--- config.mk ---
export PLATFORM = sky130hd
export DESIGN_NAME = lsu_ctrl
export DESIGN_NICKNAME = d
export VERILOG_FILES = /design/src/rtl/lsu_ctrl.sv
export SDC_FILE = /design/constraint.sdc
export NUM_CORES = 1
export LEC_CHECK = 0
export CAP_MARGIN = 15
export CORE_MARGIN = 4
export CORE_UTILIZATION = 36
export CTS_BUF_LIST = sky130_fd_sc_hd__clkbuf_4
export CTS_CLUSTER_DIAMETER = 150
export DETAILED_ROUTE_END_ITERATION = 12
export HOLD_SLACK_MARGIN = 0.06
export MAX_ROUTING_LAYER = met4
export PLACE_DENSITY = 0.68
export REMOVE_ABC_BUFFERS = 1
export SYNTH_ARGS = -nofsm -noshare
export SYNTH_HDL_FRONTEND = slang
export SYNTH_SLANG_ARGS = --single-unit
export TNS_END_PERCENT = 20
--- constraint.sdc ---
create_clock -name clk -period 2.6 [get_ports clk]
set_clock_uncertainty 0.2 [all_clocks]
set_input_delay 0.39 -clock clk [delete_from_list [all_inputs] [get_ports clk]]
set_output_delay 0.39 -clock clk [all_outputs]
set_load 0.005 [all_outputs]
--- src/rtl/lsu_ctrl.sv ---
// Load/store unit controller: accepts one MEM-stage memory op, checks its
// alignment, runs a single big-endian bus transfer with a wait timeout, and
// returns the extended load result or an exception code.
// Ports:
//   clk, rst                        clock, synchronous active-high reset
//   op_valid_i, op_i, addr_i,       memory op from the MEM stage
//   wdata_i, flush_i                store data, pipeline flush
//   bus_req_o, bus_we_o, bus_addr_o,
//   bus_sel_o, bus_wdata_o          registered bus request
//   bus_ack_i, bus_err_i,
//   bus_rdata_i                     bus response
//   stall_o, done_o                 pipeline hold, one-cycle completion pulse
//   rdata_o, exc_o, exc_code_o      result, valid with done_o
module lsu_ctrl #(
   parameter int unsigned ADDR_W  = 32,
   parameter int unsigned TIMEOUT = 16
) (
   input  logic              clk,
   input  logic              rst,
   input  logic              op_valid_i,
   input  logic [2:0]        op_i,
   input  logic [ADDR_W-1:0] addr_i,
   input  logic [31:0]       wdata_i,
   input  logic              flush_i,
   output logic              bus_req_o,
   output logic              bus_we_o,
   output logic [ADDR_W-1:0] bus_addr_o,
   output logic [3:0]        bus_sel_o,
   output logic [31:0]       bus_wdata_o,
   input  logic              bus_ack_i,
   input  logic              bus_err_i,
   input  logic [31:0]       bus_rdata_i,
   output logic              stall_o,
   output logic              done_o,
   output logic [31:0]       rdata_o,
   output logic              exc_o,
   output logic [4:0]        exc_code_o
);

   localparam int unsigned CNT_W = 8;
   localparam logic [2:0] OP_LB  = 3'd0;
   localparam logic [2:0] OP_LBU = 3'd1;
   localparam logic [2:0] OP_LH  = 3'd2;
   localparam logic [2:0] OP_LHU = 3'd3;
   localparam logic [2:0] OP_LW  = 3'd4;
   localparam logic [2:0] OP_SB  = 3'd5;
   localparam logic [2:0] OP_SH  = 3'd6;
   localparam logic [2:0] OP_SW  = 3'd7;
   localparam logic [4:0] EXC_LOAD_ALIGN  = 5'd4;
   localparam logic [4:0] EXC_STORE_ALIGN = 5'd5;
   localparam logic [4:0] EXC_BUS         = 5'd7;

   typedef enum logic [1:0] {IDLE = 2'd0, BUSY = 2'd1, DONE = 2'd2} state_t;

   state_t             state_q, state_d;
   logic [2:0]         op_q;
   logic [1:0]         off_q;
   logic [CNT_W-1:0]   cnt_q;
   logic               abort_q;
   logic               bus_req_q, bus_we_q;
   logic [ADDR_W-1:0]  bus_addr_q;
   logic [3:0]         bus_sel_q;
   logic [31:0]        bus_wdata_q;
   logic [31:0]        rdata_q;
   logic               exc_q;
   logic [4:0]         code_q;

   logic               accept, resolve, timeout_c, store_c, misalign_c;
   logic [3:0]         sel_c;
   logic [31:0]        wdata_c;
   logic [7:0]         byte_c;
   logic [15:0]        half_c;
   logic [31:0]        load_c;

   // Lane select, store replication and alignment check for the incoming op
   always_comb begin
      sel_c      = 4'b0000;
      wdata_c    = 32'd0;
      misalign_c = 1'b0;
      case (op_i)
         OP_LB, OP_LBU, OP_SB: begin
            sel_c   = 4'b1000 >> addr_i[1:0];
            wdata_c = {4{wdata_i[7:0]}};
         end
         OP_LH, OP_LHU, OP_SH: begin
            misalign_c = addr_i[0];
            sel_c      = addr_i[1] ? 4'b0011 : 4'b1100;
            wdata_c    = {2{wdata_i[15:0]}};
         end
         default: begin
            misalign_c = |addr_i[1:0];
            sel_c      = 4'b1111;
            wdata_c    = wdata_i;
         end
      endcase
   end

   assign store_c   = (op_i == OP_SB) || (op_i == OP_SH) || (op_i == OP_SW);
   assign timeout_c = (cnt_q == CNT_W'(TIMEOUT - 1));

   // Load extraction from the big-endian lane(s) of the latched offset
   always_comb begin
      case (off_q)
         2'd0:    byte_c = bus_rdata_i[31:24];
         2'd1:    byte_c = bus_rdata_i[23:16];
         2'd2:    byte_c = bus_rdata_i[15:8];
         default: byte_c = bus_rdata_i[7:0];
      endcase
      half_c = off_q[1] ? bus_rdata_i[15:0] : bus_rdata_i[31:16];
      case (op_q)
         OP_LB:   load_c = {{24{byte_c[7]}}, byte_c};
         OP_LBU:  load_c = {24'd0, byte_c};
         OP_LH:   load_c = {{16{half_c[15]}}, half_c};
         OP_LHU:  load_c = {16'd0, half_c};
         OP_LW:   load_c = bus_rdata_i;
         default: load_c = 32'd0;
      endcase
   end

   // State register
   always_ff @(posedge clk) begin
      if (rst) state_q <= IDLE;
      else     state_q <= state_d;
   end

   // Next state; an aborted op drains the bus and returns straight to IDLE
   always_comb begin
      state_d = state_q;
      accept  = 1'b0;
      resolve = 1'b0;
      case (state_q)
         IDLE: begin
            if (op_valid_i && !flush_i) begin
               accept  = 1'b1;
               state_d = misalign_c ? DONE : BUSY;
            end
         end
         BUSY: begin
            if (bus_err_i || bus_ack_i || timeout_c) begin
               resolve = 1'b1;
               state_d = (abort_q || flush_i) ? IDLE : DONE;
            end
         end
         DONE:    state_d = IDLE;
         default: state_d = IDLE;
      endcase
   end

   // Op latch, bus request registers, wait counter and result registers
   always_ff @(posedge clk) begin
      if (rst) begin
         op_q        <= 3'd0;
         off_q       <= 2'd0;
         cnt_q       <= '0;
         abort_q     <= 1'b0;
         bus_req_q   <= 1'b0;
         bus_we_q    <= 1'b0;
         bus_addr_q  <= '0;
         bus_sel_q   <= 4'd0;
         bus_wdata_q <= 32'd0;
         rdata_q     <= 32'd0;
         exc_q       <= 1'b0;
         code_q      <= 5'd0;
      end else begin
         if (accept) begin
            op_q    <= op_i;
            off_q   <= addr_i[1:0];
            cnt_q   <= '0;
            abort_q <= 1'b0;
            if (misalign_c) begin
               exc_q  <= 1'b1;
               code_q <= store_c ? EXC_STORE_ALIGN : EXC_LOAD_ALIGN;
            end else begin
               bus_req_q   <= 1'b1;
               bus_we_q    <= store_c;
               bus_addr_q  <= {addr_i[ADDR_W-1:2], 2'b00};
               bus_sel_q   <= sel_c;
               bus_wdata_q <= wdata_c;
            end
         end
         if (state_q == BUSY) begin
            if (flush_i) abort_q <= 1'b1;
            if (resolve) begin
               bus_req_q   <= 1'b0;
               bus_we_q    <= 1'b0;
               bus_addr_q  <= '0;
               bus_sel_q   <= 4'd0;
               bus_wdata_q <= 32'd0;
               abort_q     <= 1'b0;
               cnt_q       <= '0;
               if (!(abort_q || flush_i)) begin
                  // error wins over a simultaneous ack; no ack here means timeout
                  if (bus_err_i || !bus_ack_i) begin
                     exc_q  <= 1'b1;
                     code_q <= EXC_BUS;
                  end else begin
                     rdata_q <= load_c;
                  end
               end
            end else begin
               cnt_q <= cnt_q + CNT_W'(1);
            end
         end
         if (state_q == DONE) begin
            rdata_q <= 32'd0;
            exc_q   <= 1'b0;
            code_q  <= 5'd0;
         end
      end
   end

   assign bus_req_o   = bus_req_q;
   assign bus_we_o    = bus_we_q;
   assign bus_addr_o  = bus_addr_q;
   assign bus_sel_o   = bus_sel_q;
   assign bus_wdata_o = bus_wdata_q;
   assign rdata_o     = rdata_q;
   assign exc_o       = exc_q;
   assign exc_code_o  = code_q;

   // Stall must react in the same cycle an op arrives
   assign stall_o = ((state_q == IDLE) && op_valid_i && !flush_i) || (state_q == BUSY);
   assign done_o  = (state_q == DONE) && !flush_i;

endmodule

==> flow_summary.ini, run 1 <==
[timing]
setup_violations = 0
worstMarginPinSlew_ns = 1.077
hold_viol = 0
relSlewSlack_pct = 28.03
whs_ns = 0.2024
slew_violations = 0
fmax_mhz = 403.1
fin_crit_ns = 2.481
min_period_over_period_pct = 95.41
setup_ws_ns = 0.1194
tns_ns = 0

[placement]
dp.cells = 1044
port_buffers = 214
dpl.hpwl_um = 13670
pre_cts_ws_ns = -0.04325
gp_congestion = 0.8633

[run_status]
status = completed

[synthesis]
yosysTopAreaCell = dfxtp_1
async_flop_share_pct = 0
ys_seq_elements = 124
synth_edf_count = 0
yosysSeqAreaShare_pct = 43.85
yosys.cell_count.top_type = dfxtp_1
yosys-top-cells-area = dfxtp_1, nand2_1, a21oi_1, a221oi_1, mux4_2
syn_inst = 639
synth.top_cell.area_share_pct = 43.85
synth.cell_area_um2 = 5662
syn_area_per_cell_um2 = 8.860
synthFlopType = dfxtp_1
ys_top_cells_by_count = dfxtp_1, nand2_1, a21oi_1
yosys_warnings = 0
synth.distinct_cells = 58

[critical_path]
reg2regPathDepth = 4
cp-end-kind = primary output
arrival_ns = 1.89
crit_chain = nor4b_4 -> nor2_2 -> inv_1 -> clkdlybuf4s50_1
critPathLaunchType = flop
required_ns = 2.01
path_class = reg -> out
rrSetupSlack_ns = 0.24
reg2reg_from = off_q[1]
slowest_delay_ns = 0.50
worstReg2RegEnd = rdata_o[12]
crit_fanout = 5
cp_slowest_cell = clkdlybuf4s50_1

[global_routing]
use_met1_pct = 25.26
grt.total_usage_pct = 21.16
top_usage_layer = met2
overflow = 0
global_route.usage.met3_pct = 7.704
met2_usage_pct = 33.30
grt_first_pass_wirelength_um = 29770
antenna_found_initial = 0
grt_max_degree = 72
grt_pass1_vias = 5748

[clock_network]
clk_latency_ns = 0.52
cts_tree = built
root_buffer = clkbuf_4
clk_pin_slew_ns = 0.11
cts_htree_levels = 4
numCtsBuffers = 17
cts_buffer_depth = 2
cts_sinks = 124

[floorplanning]
num_io_pins = 215
chipHeight_um = 133.4
die_area_um2 = 17800
coreArea_um2 = 15310
start_util_pct = 36.97
die_x_um = 133.4
rows = 45

[routing]
wl_um = 18970
dr.first_iter.drc_count = 308
wl_per_cell_um = 17.58
postRouteAntennaNets = 0
viasPerCell = 5.475
num_vias = 5908
first_pass_iters = 5
drc_errors = 0

[finish]
syn_to_final_growth_pct = 50.78
layout-drive-gt1-share_pct = 12.21
nNetsFinal = 961
final_cells = 1079
antenna_cells = 0

[min_path]
worstHoldStart = addr_i[11]
hold_depth = 3
hold_class = in -> reg
whs_endpoint = bus_addr_o[11]

[job]
cap_violations = 0

[power]
max-vdd-ir-drop_uv = 284.3
power_mw = 4.435
power_density_nw_per_um2 = 519.5
leakage_nw = 2.945
-- worst max-delay path, delay by kind of cell, from the launching register on --
family | cells | cell delay (ns)
buffers and inverters | 2 | 0.58
flip-flops | 1 | 0.38
AND/OR/NAND/NOR | 2 | 0.41
-- flip-flops by register name, indices dropped and copies added (netlist names) --
signal	cells
exc_code_o	5
cnt_q	8
bus_req_o	1
op_q	3
bus_sel_o	4
rdata_o	32
bus_we_o	1
bus_addr_o	32
exc_o	1
off_q	2
abort_q	1
bus_wdata_o	32
state_q	2
-- cell families after synthesis --
group | synth area share, %
AO/OA/AOI/OAI | 24.69
XOR/XNOR | 0.4421
adder cells (fa/ha/maj) | 0.2210
buffers and inverters | 5.525
flip-flops | 43.85
multiplexers | 5.127
AND/OR/NAND/NOR | 20.15
-- power breakdown --
group	total (mW)	internal, mW	switching (mW)
Combinational	0.809	0.433	0.376
Sequential	2.01	1.96	0.0463
Clock	1.62	0.873	0.743
-- per-layer routing --
layer  share of wire (%)  routed length (um)  vias to the layer above
met5                   0                   0                        -
met4                 1.7                 318                        0
met3                  10                1990                       26
met2                  47                8840                      282
met1                  41                7820                     2822
li1                    -                   -                     2778
-- timing repair --
item	CTS	global route
pin swaps	0	2
endpoints found under the setup margin	1	1
setup buffers	0	3
hold buffers	0	0
gates resized for setup	4	3
-- how the worst max path moves through the flow --
| stage | start | endpoint | slack (ns) | cells after the start |
|---|---|---|---|---|
| floorplan | state_q[1] | bus_wdata_o[11] | -0.73 | 4 |
| global placement | flush_i | stall_o | 0.01 | 5 |
| detailed placement | flush_i | bus_wdata_o[16] | -0.04 | 7 |
| CTS | state_q[1] | stall_o | 0.006 | 4 |
| global route | state_q[0] | stall_o | -0.02 | 4 |
| finish | state_q[0] | stall_o | 0.12 | 4 |
-- layout by cell type (no fill, tap or decap), types with 3 or more instances in the layout --
cell type and instances:
clkdlybuf4s50_1 213, dfxtp_1 122, nand2_1 121, a21oi_1 69, nor2_1 47, buf_4 30, a221oi_1 24, clkbuf_4 19
a22oi_1 18, a311oi_1 15, inv_1 14, nor3b_1 12, mux2i_1 11, nand3_1 10, a211oi_2 10, o21ai_0 9
mux4_2 8, nor4b_1 8, o221ai_1 8, a211oi_1 8, o2bb2ai_1 8, a221o_1 7, buf_12 6, bufinv_16 5
nor2b_1 4, and3_1 4, and2_1 3, nor3_1 3, clkinv_2 3
-- through the flow --
stage / cell area [um2] / util (%)
after floorplan: 5401 / -
after global placement: 8163 / 53.30
after detailed placement: 8163 / 53.30
after CTS: 8507 / 55.55
after global routing: 8537 / 55.74
final: 8537 / 55.74
-- layout make-up --
type | instances | area [um2]
repair buffers | 250 | 2486
fillers | 1369 | 6778
well taps | 211 | 264.0
multi-input cells | 448 | 2904
clock inverters | 13 | 197.7
flip-flops and latches | 124 | 2490
inverters | 14 | 52.55
clock buffers | 19 | 142.6
(Power assumes the default switching activity.)
==> inputs of run 2 (changes only) <==
Settings changed: CORE_ASPECT_RATIO from default to 0.6.
==> flow_summary.ini, run 2 (synthesized netlist as in run 1, its figures left out) <==
[run_status]
status = completed

[clock_network]
cts_hold_buf = 0
cts_htree_levels = 4
numCtsBuffers = 17
cts_tree = built
cts_sinks = 124
clk_pin_slew_ns = 0.12
root_buffer = clkbuf_4
cts_buffer_depth = 2
clk_latency_ns = 0.52

[floorplanning]
num_io_pins = 215
start_util_pct = 36.83
chipHeight_um = 105.1
die_area_um2 = 17860
die_x_um = 169.9
coreArea_um2 = 15370
rows = 35

[finish]
nNetsFinal = 966
layout-drive-gt1-share_pct = 12.83
antenna_cells = 0
layout_commonest_cell = clkdlybuf4s50_1
final_cell_mix = clkdlybuf4s50_1, dfxtp_1, nand2_1, a21oi_1, nor2_1
design_area_um2 = 8532
syn_to_final_growth_pct = 50.70
fill_cells = 1358

[critical_path]
cp_slowest_cell = clkdlybuf4s50_1
path_common_cell = clkdlybuf4s50_1
slowest_delay_ns = 0.56
arrival_ns = 1.73
cp_num_buf_inv = 2
path_class = in -> out
critPathLaunchType = input port
path_delay_family = buffers and inverters
crit_chain = clkdlybuf4s50_1 -> nor3b_1 -> clkdlybuf4s50_1
required_ns = 2.01
crit_fanout = 6
cp-end-kind = primary output

[job]
cap_violations = 0

[timing]
worstMarginPinSlew_ns = 0.8649
slew_violations = 0
fmax_mhz = 430.9
rsz0062_at_grt = no
setup_violations = 0
min_period_over_period_pct = 89.26
whs_ns = 0.2014
hold_viol = 0
relSlewSlack_pct = 42.21
fin_crit_ns = 2.321

[routing]
drc_errors = 0
viasPerCell = 5.533
dr.first_iter.drc_count = 524
postRouteAntennaNets = 0
wl_per_cell_um = 18.74
num_vias = 5954
first_pass_iters = 5
wl_um = 20170

[power]
leakage_nw = 2.953
max-vdd-ir-drop_uv = 360.2
power_density_nw_per_um2 = 519.6

[placement]
port_buffers = 214
dpl.hpwl_um = 15050
gp_congestion = 0.9321
dpl_cell_area_um2 = 8165

[global_routing]
antenna_found_initial = 0
grt.total_usage_pct = 22.66
grt_max_degree = 50
overflow = 0
grt_pass1_vias = 5943
grt_first_pass_wirelength_um = 31380

[min_path]
hold_class = in -> reg
-- run 2: cell types whose count changed in the layout (fill, tap and decap cells not counted), moves of 2 or more --
cell / before / now
clkinvlp_4: 1 / 4
buf_12: 6 / 4
clkinv_2: 3 / 0
inv_6: 0 / 3
buf_4: 30 / 37
-- run 2: final timing paths --
kind | cells past startpoint | slack, ns | start | endpoint
max | 3 | 0.28 | flush_i | done_o
min reg2reg | 2 | 0.26 | bus_addr_o[30] | bus_addr_o[30]
min | 3 | 0.20 | addr_i[30] | bus_addr_o[30]
max reg2reg | 4 | 0.34 | op_q[1] | rdata_o[1]
-- run 2: what timing repair did --
action | CTS | global route
pin swaps | 1 | 2
resized for setup | 3 | 3
buffers inserted | 0 | 3
endpoints found under the setup margin | 1 | 1
-- run 2: cell type report --
class | instances | area [um2] | area share, %
clock buffers | 19 | 142.6 | 1.672
inverters | 14 | 52.55 | 0.6159
clock inverters | 13 | 188.9 | 2.214
well taps | 203 | 254.0 | 2.977
flip-flops and latches | 124 | 2487 | 29.15
multi-input cells | 448 | 2904 | 34.04
repair buffers | 255 | 2502 | 29.33
-- run 2: power breakdown --
| group | switching, mW | total, mW | internal, mW |
|---|---|---|---|
| Sequential | 0.0487 | 2.01 | 1.96 |
| Clock | 0.805 | 1.60 | 0.792 |
| Combinational | 0.386 | 0.823 | 0.437 |
| Total | 1.24 | 4.43 | 3.19 |
-- run 2: worst register-to-register path, delay by kind of cell (launching register included) --
family          cells  cell delay [ns]
simple gates        2             0.63
mux                 1             0.57
compound gates      1             0.29
flops               1             0.47
-- run 2: through the flow --
step,total power [mW],utilization [%],setup WS [ns],setup TNS [ns],instances
floorplan,2.365,-,-0.7331,-47.20,586
global route,4.628,55.51,0.2193,0,1076
global placement,2.851,53.12,0.06857,0,1041
CTS,4.451,55.31,0.01671,0,1073
detailed placement,2.868,53.12,0.009390,0,1041
finish,4.433,55.51,0.2792,0,1076
-- run 2: routing by layer --
metal	routed length [um]	part of all wire (%)	track usage [%]
met1	8963	44	30.60
met3	1961	9.7	7.713
met5	0	0	-
met4	310	1.5	6.097
met2	8932	44	32.43
==> inputs of run 3 (changes only) <==
Settings changed: PLACE_DENSITY 0.68 to 0.64, SKIP_CTS_REPAIR_TIMING from default to 1.
==> flow_summary.ini, run 3 (synthesized netlist as in run 1, its figures left out) <==
[routing]
first_pass_iters = 5
dr.first_iter.drc_count = 486
wl_um = 19230
viasPerCell = 5.390
drc_errors = 0
postRouteAntennaNets = 0
num_vias = 5794
wl_per_cell_um = 17.89

[critical_path]
critPathLaunchType = input port
path_common_cell = clkdlybuf4s50_1
slowest_delay_ns = 0.55
crit_fanout = 4
cp_slowest_cell = clkdlybuf4s50_1
crit_chain = clkdlybuf4s50_1 -> nor3b_1 -> clkdlybuf4s50_1
crit_start = flush_i
required_ns = 2.01
reg2reg_from = cnt_q[4]
arrival_ns = 1.72
worstReg2RegEnd = bus_addr_o[20]
path_class = in -> out
reg2regPathDepth = 5
rrSetupSlack_ns = 0.41
cp-end-kind = primary output

[finish]
final_cell_mix = clkdlybuf4s50_1, dfxtp_1, nand2_1, a21oi_1, nor2_1
fill_cells = 1351
layout_commonest_cell = clkdlybuf4s50_1
antenna_cells = 0
nNetsFinal = 965
layout-drive-gt1-share_pct = 12.73
syn_to_final_growth_pct = 50.56
fin_util_pct = 55.46

[job]
cap_violations = 0

[run_status]
status = completed

[power]
max-vdd-ir-drop_uv = 261.2
power_density_nw_per_um2 = 503.0
power_mw = 4.288
leakage_nw = 2.944

[global_routing]
grt.total_usage_pct = 21.90
grt_first_pass_wirelength_um = 30530
grt_max_degree = 48
overflow = 0
antenna_found_initial = 0
grt_pass1_vias = 5810

[clock_network]
root_buffer = clkbuf_4
cts_tree = built
cts_sinks = 124
cts_htree_levels = 4
clk_latency_ns = 0.53
cts_buffer_depth = 2
clk_pin_slew_ns = 0.13
numCtsBuffers = 17

[timing]
fmax_mhz = 433.1
setup_violations = 0
hold_viol = 0
whs_ns = 0.1965
slew_violations = 0
min_period_over_period_pct = 88.81
tns_ns = 0
relSlewSlack_pct = 48.63
fin_crit_ns = 2.309
rsz0062_at_grt = no
worstMarginPinSlew_ns = 0.7685

[min_path]
hold_class = in -> reg
hold_depth = 3
whs_endpoint = bus_addr_o[23]
worstHoldStart = addr_i[23]

[floorplanning]
rows = 35
coreArea_um2 = 15370
die_area_um2 = 17860
start_util_pct = 36.83
chipHeight_um = 105.1
die_x_um = 169.9
num_io_pins = 215

[placement]
gp_congestion = 0.9044
dpl.hpwl_um = 14600
port_buffers = 214
-- run 3: changes by cell type in the layout (fill, tap and decap cells not counted), sizes merged --
cell	previous run	this run
clkinv	2	5
bufinv	4	3
clkbuf	19	18
buf	41	40
inv	17	16
-- run 3: final cells by class --
type	instances	area (um2)	share of cell area, %
clock inverter	14	168.9	1.982
sequential	124	2490	29.21
clock buffer	18	135.1	1.585
tap	203	254.0	2.980
multi-input combinational	448	2904	34.07
timing repair buffer	254	2520	29.56
inverter	14	52.55	0.6165
-- run 3: power breakdown --
part | switching (mW) | internal (mW)
Sequential | 0.0463 | 1.96
Combinational | 0.384 | 0.438
Clock | 0.777 | 0.678
-- run 3: routing by layer --
metal | up-vias | GRT usage (%) | routed length [um]
met3 | 21 | 8.696 | 1839
met2 | 214 | 31.75 | 8442
met5 | - | - | 0
li1 | 2793 | - | -
met1 | 2766 | 28.60 | 8692
met4 | 0 | 5.584 | 258
-- run 3: worst max-delay path, delay by kind of cell --
kind | cells | cell delay (ns)
buffers and inverters | 2 | 1.08
AND/OR/NAND/NOR | 1 | 0.24
-- run 3: how the worst max path moves through the flow --
stage / to / slack (ns) / depth (start not counted)
2_1_floorplan: bus_wdata_o[11] / -0.73 / 4
3_3_place_gp: stall_o / 0.07 / 5
3_5_place_dp: rdata_o[3] / 0.02 / 8
4_1_cts: stall_o / -0.11 / 4
5_1_grt: done_o / 0.22 / 2
6_report: done_o / 0.29 / 3
-- run 3: stage by stage --
stage	std cells	cell area (um2)	setup WS [ns]
after floorplan	586	5401	-0.7331
after global placement	1041	8178	0.07438
after detailed placement	1041	8178	0.01993
after CTS	1073	8482	-0.1124
after global routing	1075	8524	0.2163
final	1075	8524	0.2910
